`config.mk`:
```
export PLATFORM = sky130hd
export DESIGN_NAME = lock_key_loader
export DESIGN_NICKNAME = d
export VERILOG_FILES = /design/src/rtl/lock_pkg.sv /design/src/rtl/lock_key_xor_acc.sv /design/src/rtl/lock_key_loader.sv
export SDC_FILE = /design/constraint.sdc
export NUM_CORES = 1
export LEC_CHECK = 0
export ABC_AREA = 1
export CAP_MARGIN = 0
export CORE_ASPECT_RATIO = 0.7
export CORE_MARGIN = 2
export CORE_UTILIZATION = 31
export DETAILED_ROUTE_END_ITERATION = 12
export PLACE_DENSITY = 0.54
export SLEW_MARGIN = 20
export SYNTH_ARGS = -nofsm -noshare
export SYNTH_HDL_FRONTEND = slang
export SYNTH_HIERARCHICAL = 1
export SYNTH_SLANG_ARGS = --single-unit
```
`constraint.sdc`:
```
create_clock -name clk -period 3.4 [get_ports clk]
set_input_delay 0.85 -clock clk [delete_from_list [all_inputs] [get_ports clk]]
set_output_delay 0.85 -clock clk [all_outputs]
set_load 0.05 [all_outputs]
```
`src/rtl/lock_pkg.sv`:
```
// Shared definitions for the hardware-lock key path: loader states, key
// geometry and the key slices handed to each locked decoder stage.
// The CHECK state exists only when LOCK_KEY_CHECKSUM_EN is defined.
package lock_pkg;

    localparam int unsigned LOCK_NBYTES    = 8;
    localparam int unsigned LOCK_KEY_WIDTH = LOCK_NBYTES * 8;
    localparam int unsigned LOCK_MAX_FAIL  = 3;

    // Key slice feeding the ALU decoder
    localparam int unsigned ALU_KEY_LSB = 0;
    localparam int unsigned ALU_KEY_MSB = 7;

    typedef enum logic [2:0] {
        ST_IDLE,
        ST_LOAD,
        ST_LOADED,
        ST_LOCKOUT
`ifdef LOCK_KEY_CHECKSUM_EN
        , ST_CHECK
`endif
    } lock_state_e;

    // Extract the ALU decoder's key byte from a full key bus
    function automatic logic [7:0] alu_key_slice(input logic [LOCK_KEY_WIDTH-1:0] key);
        return key[ALU_KEY_MSB:ALU_KEY_LSB];
    endfunction

endpackage

```
`src/rtl/lock_key_xor_acc.sv`:
```
// Running XOR of key bytes. A simultaneous clear and enable restarts the
// accumulation with the incoming byte, so the first byte of a load needs
// no extra cycle.
module lock_key_xor_acc (
    input  logic       clk,
    input  logic       rst,
    input  logic       clr,
    input  logic       en,
    input  logic [7:0] din,
    output logic [7:0] acc
);

    // Accumulator register
    always_ff @(posedge clk or negedge rst) begin
        if (!rst) begin
            acc <= 8'h00;
        end else if (clr || en) begin
            acc <= (clr ? 8'h00 : acc) ^ (en ? din : 8'h00);
        end
    end

endmodule

```
`src/rtl/lock_key_loader.sv`:
```
// Byte-serial hardware-lock key loader. Bytes arrive LSB first into a
// shadow register; key_out only ever shows a fully committed key.
// Optional feature: LOCK_KEY_CHECKSUM_EN adds an XOR checksum byte after
// the key, with a failure counter and permanent lockout.
module lock_key_loader
    import lock_pkg::*;
#(
    parameter int unsigned KEY_WIDTH = LOCK_KEY_WIDTH,
    parameter int unsigned MAX_FAIL  = LOCK_MAX_FAIL
) (
    input  logic                            clk,
    input  logic                            rst,
    input  logic [7:0]                      kb_data,
    input  logic                            kb_valid,
    output logic                            kb_ready,
    input  logic                            key_clear,
    output logic [KEY_WIDTH-1:0]            key_out,
    output logic                            key_loaded,
    output logic                            load_err,
    output logic                            lockout,
    output logic [$clog2(MAX_FAIL+1)-1:0]   fail_cnt
);

    localparam int unsigned NBYTES = KEY_WIDTH / 8;
    localparam int unsigned CW     = (NBYTES > 1) ? $clog2(NBYTES) : 1;
    localparam int unsigned FW     = $clog2(MAX_FAIL + 1);
    localparam logic [CW-1:0] LAST_IDX = CW'(NBYTES - 1);

    lock_state_e            state;
    logic [KEY_WIDTH-1:0]   shadow;
    logic [CW-1:0]          byte_cnt;

    logic                   open_state;
    logic                   clear_hit;
    logic                   accept;
    logic [CW-1:0]          beat_idx;
    logic                   last_beat;
    logic [KEY_WIDTH-1:0]   shadow_upd;

`ifdef LOCK_KEY_CHECKSUM_EN
    logic                   acc_clr;
    logic                   acc_en;
    logic [7:0]             acc;
    logic                   load_err_q;
    logic                   lockout_q;
    logic [FW-1:0]          fail_cnt_q;
    logic [FW-1:0]          fail_inc;
`endif

    // Handshake, clear qualification and shadow merge of the incoming byte
    always_comb begin
        open_state = (state == ST_IDLE) || (state == ST_LOAD);
`ifdef LOCK_KEY_CHECKSUM_EN
        open_state = open_state || (state == ST_CHECK);
`endif
        clear_hit  = key_clear && (state != ST_LOCKOUT);
        kb_ready   = open_state && !clear_hit;
        accept     = kb_valid && kb_ready;
        beat_idx   = (state == ST_LOAD) ? byte_cnt : '0;
        last_beat  = (beat_idx == LAST_IDX);
        shadow_upd = shadow;
        shadow_upd[{beat_idx, 3'b000} +: 8] = kb_data;
    end

`ifdef LOCK_KEY_CHECKSUM_EN
    // Accumulator restarts in IDLE and on clear; it folds in key bytes only
    always_comb begin
        acc_clr  = (state == ST_IDLE) || clear_hit;
        acc_en   = accept && (state != ST_CHECK);
        fail_inc = FW'(fail_cnt_q + 1'b1);
    end

    lock_key_xor_acc u_xor_acc (
        .clk (clk),
        .rst (rst),
        .clr (acc_clr),
        .en  (acc_en),
        .din (kb_data),
        .acc (acc)
    );

    assign load_err = load_err_q;
    assign lockout  = lockout_q;
    assign fail_cnt = fail_cnt_q;
`else
    assign load_err = 1'b0;
    assign lockout  = 1'b0;
    assign fail_cnt = FW'(0);
`endif

    // Loader FSM with shadow register and key commit
    always_ff @(posedge clk or negedge rst) begin
        if (!rst) begin
            state      <= ST_IDLE;
            shadow     <= '0;
            byte_cnt   <= '0;
            key_out    <= '0;
            key_loaded <= 1'b0;
`ifdef LOCK_KEY_CHECKSUM_EN
            load_err_q <= 1'b0;
            lockout_q  <= 1'b0;
            fail_cnt_q <= '0;
`endif
        end else begin
`ifdef LOCK_KEY_CHECKSUM_EN
            load_err_q <= 1'b0;
`endif
            if (clear_hit) begin
                state      <= ST_IDLE;
                shadow     <= '0;
                byte_cnt   <= '0;
                key_out    <= '0;
                key_loaded <= 1'b0;
            end else begin
                unique case (state)
                    ST_IDLE, ST_LOAD: begin
                        if (accept) begin
                            shadow <= shadow_upd;
                            if (last_beat) begin
`ifdef LOCK_KEY_CHECKSUM_EN
                                state      <= ST_CHECK;
`else
                                state      <= ST_LOADED;
                                key_out    <= shadow_upd;
                                key_loaded <= 1'b1;
`endif
                            end else begin
                                state    <= ST_LOAD;
                                byte_cnt <= CW'(beat_idx + 1'b1);
                            end
                        end
                    end
`ifdef LOCK_KEY_CHECKSUM_EN
                    ST_CHECK: begin
                        if (accept) begin
                            byte_cnt <= '0;
                            if (kb_data == acc) begin
                                state      <= ST_LOADED;
                                key_out    <= shadow;
                                key_loaded <= 1'b1;
                                fail_cnt_q <= '0;
                            end else begin
                                shadow     <= '0;
                                key_out    <= '0;
                                key_loaded <= 1'b0;
                                load_err_q <= 1'b1;
                                fail_cnt_q <= fail_inc;
                                if (fail_inc == FW'(MAX_FAIL)) begin
                                    state     <= ST_LOCKOUT;
                                    lockout_q <= 1'b1;
                                end else begin
                                    state <= ST_IDLE;
                                end
                            end
                        end
                    end
`endif
                    ST_LOADED: begin
                        // Key held; input ignored until clear
                    end
                    ST_LOCKOUT: begin
                        key_out    <= '0;
                        key_loaded <= 1'b0;
`ifdef LOCK_KEY_CHECKSUM_EN
                        lockout_q  <= 1'b1;
`endif
                    end
                    default: begin
                        state <= ST_IDLE;
                    end
                endcase
            end
        end
    end

endmodule

```
# [Yosys cells after proc, flatten, opt, wreduce, memory -nomap -nowiden]
# Cells that the tools add are included.
[word_totals] out_inout_bits=70 latchBits=0 elab_cells=54 in_bits=12 romBits=0 regBits=135 memories=0 ram_bits=0
[classes] reduce_logical=15 n_addsub=2 mux=21 magnitude_cmp=0 bitwise=0 shift=2 n_eq_ne=9 multipliers=0 div=0
[ops] operator="two-way mux 64 bit" count=6
[ops] operator="case mux 64 bit (2 select lines)" count=1
[ops] operator="bitwise mux 64 bit" count=1
[ops] operator="variable shift 8 x 8 -> 64 bit (first input constant)" count=1
[ops] operator="indexed part select 8 x 8 -> 64 bit" count=1
[ops] operator="two-way mux 3 bit" count=7
[ops] operator="negation 6 -> 8 bit" count=1
[ops] operator="== test 3 x 2 -> 1 bit (second input constant)" count=2
[ops] operator="inequality test 3 bit (second input constant)" count=2
[ops] operator="case mux 3 bit (2 select lines)" count=1
[ops] operator="AND reduction 3 bit" count=2
[ops] operator="AND reduction 2 bit" count=2
[ops] operator="nonzero test 2 bit" count=2
[ops] operator="OR reduction 2 bit" count=2
[ops] operator="adder 3 x 1 -> 3 bit (second input constant)" count=1
[ops] operator="== test 3 x 1 -> 1 bit (second input constant)" count=1
[ops] operator="== test 3 bit (second input constant)" count=1
[ops] operator="logical AND 1 bit" count=3
[ops] operator="logical NOT 3 bit" count=1
[ops] operator="two-way mux 1 bit" count=3
[ops] operator="inequality test 3 x 2 -> 1 bit (second input constant)" count=1
[ops] operator="nonzero test 3 bit" count=1
[ops] operator="two-way mux 2 bit" count=1
[ops] operator="inequality test 2 x 1 -> 1 bit (second input constant)" count=1
[ops] operator="other kinds (4)" count=4

# [Logic depth before layout (Yosys ltp)]
# Gate-level depths: netlist of run 1.
[logic_depth] word_depth=9 mapped_depth=15

# [Worst setup path after synthesis of run 1]
# No wires, ideal clock.
[synth_timing] kind="register to register" startpoint="register state[1]" endpoint="register key_out[0]" path_stages_with_launch=13 setup_time_ns=0.118 arrival_ns=2.433 n_path_buf=4 path_slack_ns=0.848 required_ns=3.282 path_cell_list="dfrtp_1 > buf_6 > inv_2 > nand3_1 > buf_4 > buf_4 > ha_1 > ha_1 > buf_6 > nor3b_2 > nand4_1 > nand3_1 > nand2_1"
[synth_between] elab_chain_cells=9 word_cells_on_any_way=24 cone_classes="add/sub (1); eq/ne (6); shift (2); mux (6); reduce/logical (9)"
[synth_lines] element="start, declared" line_no="lock_key_loader.sv:29" text="lock_state_e state;"
[synth_lines] element="start signal, assigned" line_no="lock_key_loader.sv:94" text="state <= ST_IDLE;"
[synth_lines] element="start signal, assigned" line_no="lock_key_loader.sv:109" text="state <= ST_IDLE;"
[synth_lines] element="start signal, assigned" line_no="lock_key_loader.sv:123" text="state <= ST_LOADED;"
[synth_lines] element="== test 3 x 1 -> 1 bit" line_no="lock_key_loader.sv:52, lock_key_loader.sv:59, lock_key_loader.sv:115"
[synth_lines] element="two-way mux 3 bit" line_no="lock_key_loader.sv:59" text="beat_idx = (state == ST_LOAD) ? byte_cnt : '0;"
[synth_lines] element="negation 6 -> 8 bit" line_no="lock_key_loader.sv:62" text="shadow_upd[{beat_idx, 3'b000} +: 8] = kb_data;"
[synth_lines] element="indexed part select 8 x 8 -> 64 bit or variable shift 8 x 8 -> 64 bit (tied branches)" line_no="lock_key_loader.sv:62"
[synth_lines] element="bitwise mux 64 bit" line_no="lock_key_loader.sv:62"
[synth_lines] element="two-way mux 64 bit" line_no="lock_key_loader.sv:119" text="if (last_beat) begin"
[synth_lines] element="two-way mux 64 bit" line_no="lock_key_loader.sv:117" text="if (accept) begin"
[synth_lines] element="case mux 64 bit (2 select lines)" line_no="lock_key_loader.sv:115" text="unique case (state)"
[synth_lines] element="two-way mux 64 bit" line_no="lock_key_loader.sv:108" text="if (clear_hit) begin"
[synth_lines] element="end signal, assigned" line_no="lock_key_loader.sv:124" text="key_out <= shadow_upd;"
[synth_lines] element="end, declared" line_no="lock_key_loader.sv:17" text="output logic [KEY_WIDTH-1:0] key_out,"
# Several ways; a longest one is shown, not always the timed one. The select of a mux whose other input is x is not followed.
# A chain may end at the register's enable or synchronous reset.

# [Final worst setup path of run 1]
[layout_timing] startpoint="input key_clear" endpoint="output kb_ready"
[layout_between] elab_chain_cells=3
[layout_lines] element="start, declared" line_no="lock_key_loader.sv:16" text="input logic key_clear,"
[layout_lines] element="logical AND 1 bit" line_no="lock_key_loader.sv:56" text="clear_hit = key_clear && (state != ST_LOCKOUT);"
[layout_lines] element="logical NOT 1 bit" line_no="lock_key_loader.sv:57" text="kb_ready = open_state && !clear_hit;"
[layout_lines] element="logical AND 1 bit" line_no="lock_key_loader.sv:57"
[layout_lines] element="end, declared" line_no="lock_key_loader.sv:15" text="output logic kb_ready,"
# Every way passes these cells.

==> impl_metrics.py, run 1 <==
metrics = {
    "synth": {
        "synth_cells": 870,
        "synth_seq_cells": 134,
        "ys_seq_area_share_pct": 49.6,
        "synth.avg_cell_area_um2": 7.77,
        "yosys_warnings": 6,
        "yosysUniqueCellTypes": 27,
        "syn-cell-area_mm2": 0.00676,
    },
    "cells_and_area": {
        "fin_nets": 958,
        "final_cells": 1234,
        "stdcell_area_mm2": 0.00837,
        "drive_gt1_share_pct": 7.67,
        "fillers": 2198,
        "register_area_mm2": 0.00335,
        "area_growth_syn_to_layout_pct": 23.7,
        "multiInputGateArea_mm2": 0.00279,
        "diodes": 0,
        "final_util_pct": 38.8,
    },
    "placement": {
        "hpwl_mm": 13.1,
        "portBuffers": 77,
        "pre_cts_ws_ns": 0.601,
        "place_inst": 1202,
        "place_area_mm2": 0.00779,
        "globalplace.congestion": 0.875,
    },
    "worst_setup_path": {
        "path_max_fanout": 6,
        "reg2reg_from": "state[1]",
        "start_kind": "primary input",
        "crit_arrival_ns": 1.95,
        "r2r_slack_ns": 0.62,
        "required_ns": 2.55,
        "crit_type": "primary input to output pin",
        "endpoint_kind": "output pin",
        "cp-startpoint": "key_clear",
    },
    "timing": {
        "worstMarginPinSlew_ns": 0.744,
        "rsz0062_at_grt": "false",
        "drv_slew": 0,
        "hold_slack_ns": 0.424,
        "slew_headroom_pct": 50.1,
        "min_period_ns": 2.80,
        "finalSetupTns_ns": 0,
        "layout_setup_ws_ns": 0.599,
        "finClkSkew_ns": 0.00968,
        "finalHoldViolations": 0,
        "timing.fmax_mhz": 357,
        "timing.final.crit_share_pct": 82.4,
        "setup_viol": 0,
    },
    "clock_tree": {
        "post_cts_buffers": 0,
        "clk_path_buf_depth": 2,
        "cts_root_buffer": "clkbuf_16",
        "cts_tree": "built",
        "clk_pin_slew_ns": 0.06,
        "hold_buffers": 0,
        "clk-insertion-delay-late_ns": 0.43,
        "cts_resized": 0,
        "cts.sinks": 134,
        "clock_tree.htree_level_count": 4,
        "cts_inserted_buffers": 17,
    },
    "power_and_ir_drop": {
        "power_mw": 3.69,
        "power_density_mw_per_mm2": 441,
        "leakagePower_nw": 4.37,
        "ir_drop_uv": 267,
    },
    "routing": {
        "vias_per_cell": 4.71,
        "wl_per_cell_um": 15.2,
        "ant_nets": 0,
        "wl_mm": 18.8,
        "vias": 5806,
        "drt-pass1-iter-count": 5,
        "drtIter0Drc": 519,
        "route.detailed.drc": 0,
    },
    "worst_hold_path": {
        "hold_path.class": "primary input to asynchronous set/reset pin",
    },
    "global_routing": {
        "grt_pass1_vias": 5409,
        "grt_overflow_total": 0,
        "antenna_found_initial": 0,
        "grt_max_degree": 66,
        "track_usage_pct": 16.9,
        "grt_pass1_wl_mm": 30.2,
    },
    "die": {
        "die_w_um": 181,
        "fp-row-count": 45,
        "io_pins": 82,
        "die_height_um": 128,
        "die-area_mm2": 0.0230,
        "core_area_mm2": 0.0216,
        "start_util_pct": 31.4,
    },
    "job": {
        "cap_viol_max_count": 0,
    },
    "outcome": {
        "status": "finished clean",
    },
}
==> registers in the layout, summed over array words and instances, names as in the netlist <==
| signal | cells |
|---|---|
| key_out | 64 |
| shadow | 64 |
| state | 2 |
| byte_cnt | 3 |
| key_loaded | 1 |
==> report_power, final <==
| group | total (mW) | leakage, nW | switching [mW] | internal, mW |
|---|---|---|---|---|
| Sequential | 1.62 | 1.87 | 0.00781 | 1.61 |
| Clock | 1.82 | 0.276 | 0.687 | 1.13 |
| Combinational | 0.255 | 2.23 | 0.191 | 0.0641 |
| Total | 3.69 | 4.37 | 0.886 | 2.81 |
==> layout by cell type (no fill, tap or decap), types with 5 or more instances in the layout <==
master             n
nand2_1          327
nand3_1          190
dfrtp_1          134
inv_1             85
clkdlybuf4s50_1   75
nand4_1           32
clkbuf_16         17
nor2_1            12
buf_4             12
nand2_2           11
ha_1               7
buf_12             5
==> cell families after synthesis <==
| group | synth area share, % |
|---|---|
| simple gates | 38.7 |
| other cells | 0.0554 |
| compound gates | 0.721 |
| fa+ha+maj | 1.29 |
| buf+inv | 9.64 |
| flops | 49.6 |
==> cells in the mapped netlist <==
cell / count / area [µm²]
nor2_2: 4 / 25.0
o21ai_1: 1 / 5.00
o31ai_1: 2 / 15.0
o21ai_0: 2 / 10.0
ha_1: 7 / 87.6
buf_1: 6 / 22.5
o22ai_2: 1 / 12.5
clkinv_1: 3 / 11.3
nand2_1: 327 / 1230
buf_6: 6 / 67.6
buf_4: 16 / 120
conb_1: 1 / 3.75
nand3_2: 1 / 10.0
nand3_1: 190 / 951
nor2_1: 13 / 48.8
o22ai_1: 1 / 6.26
buf_2: 10 / 50.1
dfrtp_1: 134 / 3350
nand4_1: 32 / 200
nand2_8: 2 / 40.0
nor3b_2: 1 / 12.5
inv_2: 4 / 15.0
inv_1: 85 / 319
clkbuf_1: 7 / 26.3
buf_12: 1 / 20.0
nand2_2: 11 / 68.8
nand3_4: 2 / 35.0
==> worst max-delay path, cell delays in order <==
cell             delay, ns
clkdlybuf4s50_1       0.46
nand2_2               0.15
inv_1                 0.11
nor2_1                0.21
buf_12                0.17
==> routing by layer <==
layer	vias up	wire [µm]	GRT usage, %
li1	2921	-	-
met1	2704	10400	27.1
met2	157	7280	22.1
met3	24	787	2.85
met4	0	367	6.45
met5	-	0	0
==> cell type report <==
type	count	area share, %
inverter	92	4.13
clock buffer	24	5.76
clock inverter	8	1.17
sequential	134	40.1
tap	282	4.22
timing repair buffer	93	11.4
multi-input combinational	601	33.3
==> worst paths after layout <==
check                      depth (start not counted)          to
max reg2reg                                        8  key_out[3]
min                                                1  key_out[8]
max                                                5    kb_ready
min in group clk                                   2  key_loaded
min reg2reg                                        2  key_loaded
max in group asynchronous                          2  shadow[55]
Power figures use the tool's default switching activity.
==> run 2, diff against run 1 <==
==> constraint.sdc (replaced) <==
create_clock -name clk -period 2.65 [get_ports clk]
set_input_delay 0.6625 -clock clk [delete_from_list [all_inputs] [get_ports clk]]
set_output_delay 0.6625 -clock clk [all_outputs]
set_load 0.05 [all_outputs]
==> run 2 against run 1 <==
Sequential share of layout area decreased by 0.63 points; final cell count increased by 0.89%; first-iteration DRC count decreased by 12%; utilization increased by 0.62 points; sequential power increased by 28%; power increased by 33%; non-clock buffer count increased by 11; clock power increased by 36%; hold slack got worse by 0.28 ns; die area unchanged; combinational power increased by 32%; largest power group unchanged.
==> impl_metrics.py, run 2 (synthesized netlist as in run 1, its figures left out) <==
metrics = {
    "outcome": {
        "status": "finished clean",
    },
    "cells_and_area": {
        "most-common-layout-cells": "327 x nand2_1, 190 x nand3_1, 134 x dfrtp_1",
        "final_cells": 1245,
        "drive_gt1_share_pct": 9.03,
        "fillers": 2190,
        "fin_nets": 969,
        "diodes": 0,
        "area_growth_syn_to_layout_pct": 25.7,
        "top_regs": "key_out x64, shadow x64, byte_cnt x3",
        "mostFrequentLayoutCell": "nand2_1",
    },
    "global_routing": {
        "antenna_found_initial": 0,
        "track_usage_pct": 17.0,
        "grt_pass1_wl_mm": 30.5,
        "grt_pass1_vias": 5466,
        "grt_max_degree": 65,
        "grt_overflow_total": 0,
    },
    "routing": {
        "wl_per_cell_um": 15.2,
        "ant_nets": 0,
        "vias": 5853,
        "vias_per_cell": 4.70,
        "route.detailed.drc": 0,
        "drt-pass1-iter-count": 6,
        "wl_mm": 18.9,
        "drtIter0Drc": 457,
    },
    "timing": {
        "slew_headroom_pct": 54.6,
        "timing.fmax_mhz": 410,
        "min_period_ns": 2.44,
        "finalSetupTns_ns": 0,
        "drv_slew": 0,
        "finalHoldViolations": 0,
        "worstMarginPinSlew_ns": 0.677,
        "setup_viol": 0,
        "timing.final.crit_share_pct": 92.0,
        "hold_slack_ns": 0.142,
        "rsz0062_at_grt": "false",
        "finClkSkew_ns": 0.00668,
    },
    "clock_tree": {
        "cts_resized": 0,
        "clk-insertion-delay-late_ns": 0.43,
        "clk_pin_slew_ns": 0.06,
        "post_cts_buffers": 0,
        "cts_root_buffer": "clkbuf_16",
        "cts_tree": "built",
        "cts.sinks": 134,
        "clk_path_buf_depth": 2,
        "hold_buffers": 0,
        "cts_inserted_buffers": 17,
        "clock_tree.htree_level_count": 4,
    },
    "die": {
        "io_pins": 82,
        "fp-row-count": 45,
        "start_util_pct": 31.4,
        "die_w_um": 181,
        "core_area_mm2": 0.0216,
        "die-area_mm2": 0.0230,
        "die_height_um": 128,
    },
    "power_and_ir_drop": {
        "power_density_mw_per_mm2": 576,
        "ir_drop_uv": 337,
        "leakagePower_nw": 4.45,
    },
    "worst_hold_path": {
        "hold_path.class": "primary input to asynchronous set/reset pin",
    },
    "worst_setup_path": {
        "start_kind": "primary input",
        "crit_arrival_ns": 1.78,
        "crit_type": "primary input to output pin",
        "reg2reg_from": "state[0]",
        "reg2reg_depth": 8,
        "required_ns": 1.99,
        "r2r_slack_ns": 0.23,
        "timing.rr.end": "key_out[42]",
        "endpoint_kind": "output pin",
        "path_max_fanout": 6,
    },
    "job": {
        "cap_viol_max_count": 0,
    },
    "placement": {
        "hpwl_mm": 13.2,
        "globalplace.congestion": 0.875,
        "portBuffers": 77,
        "place_inst": 1213,
    },
}
-- run 2: cell types whose count changed in the layout (fill, tap and decap cells not counted), sizes merged --
cell / delta
buf: +11
bufinv: +1
inv: +1
clkbuf: -3
clkinvlp: +1
-- run 2: routing by layer --
layer | vias up | GRT usage (%) | routed length [µm]
li1 | 2933 | - | -
met1 | 2725 | 27.4 | 10300
met2 | 170 | 22.0 | 7260
met3 | 25 | 3.85 | 1080
met4 | 0 | 4.84 | 277
met5 | - | 0 | 0
-- run 2: worst max path at each step --
stage	cells after the start	slack, ns	from	endpoint
2_1_floorplan	12	0.1	state[1]	key_out[0]
3_3_place_gp	5	0.21	key_clear	kb_ready
3_5_place_dp	5	0.23	key_clear	kb_ready
4_1_cts	5	0.22	key_clear	kb_ready
5_1_grt	9	0.03	state[1]	key_out[41]
6_report	5	0.21	key_clear	kb_ready
-- run 2: per-stage QoR --
step                total power [mW]  instance area [µm²]  setup slack, ns  utilization, %
finish                          4.89                 8500            0.212            39.4
global route                    5.06                 8500           0.0296            39.4
CTS                             4.94                 8500            0.220            39.4
detailed placement              2.45                 7880            0.226            36.6
global placement                2.45                 7880            0.206            36.6
floorplan                       2.31                 6780           0.0984               -
-- run 2: worst max-delay path: stages --
cell and delay [ns]:
clkdlybuf4s50_1 0.47, nand2_2 0.15, inv_1 0.10, nor2_1 0.22
buf_12 0.17
-- run 2: where the power goes --
group          total [mW]  internal, mW  switching [mW]
clock network        2.48          1.55           0.929
logic               0.337        0.0896           0.248
registers            2.07          2.06         0.00959
-- run 2: final cells by class --
| class | count | area (µm²) | area share [%] |
|---|---|---|---|
| Sequential cell | 134 | 3350 | 39.4 |
| Multi-Input combinational cell | 601 | 2790 | 32.8 |
| Timing Repair Buffer | 104 | 1050 | 12.3 |
| Clock buffer | 21 | 470 | 5.53 |
| Tap cell | 282 | 353 | 4.15 |
| Inverter | 92 | 345 | 4.06 |
| Clock inverter | 11 | 148 | 1.74 |
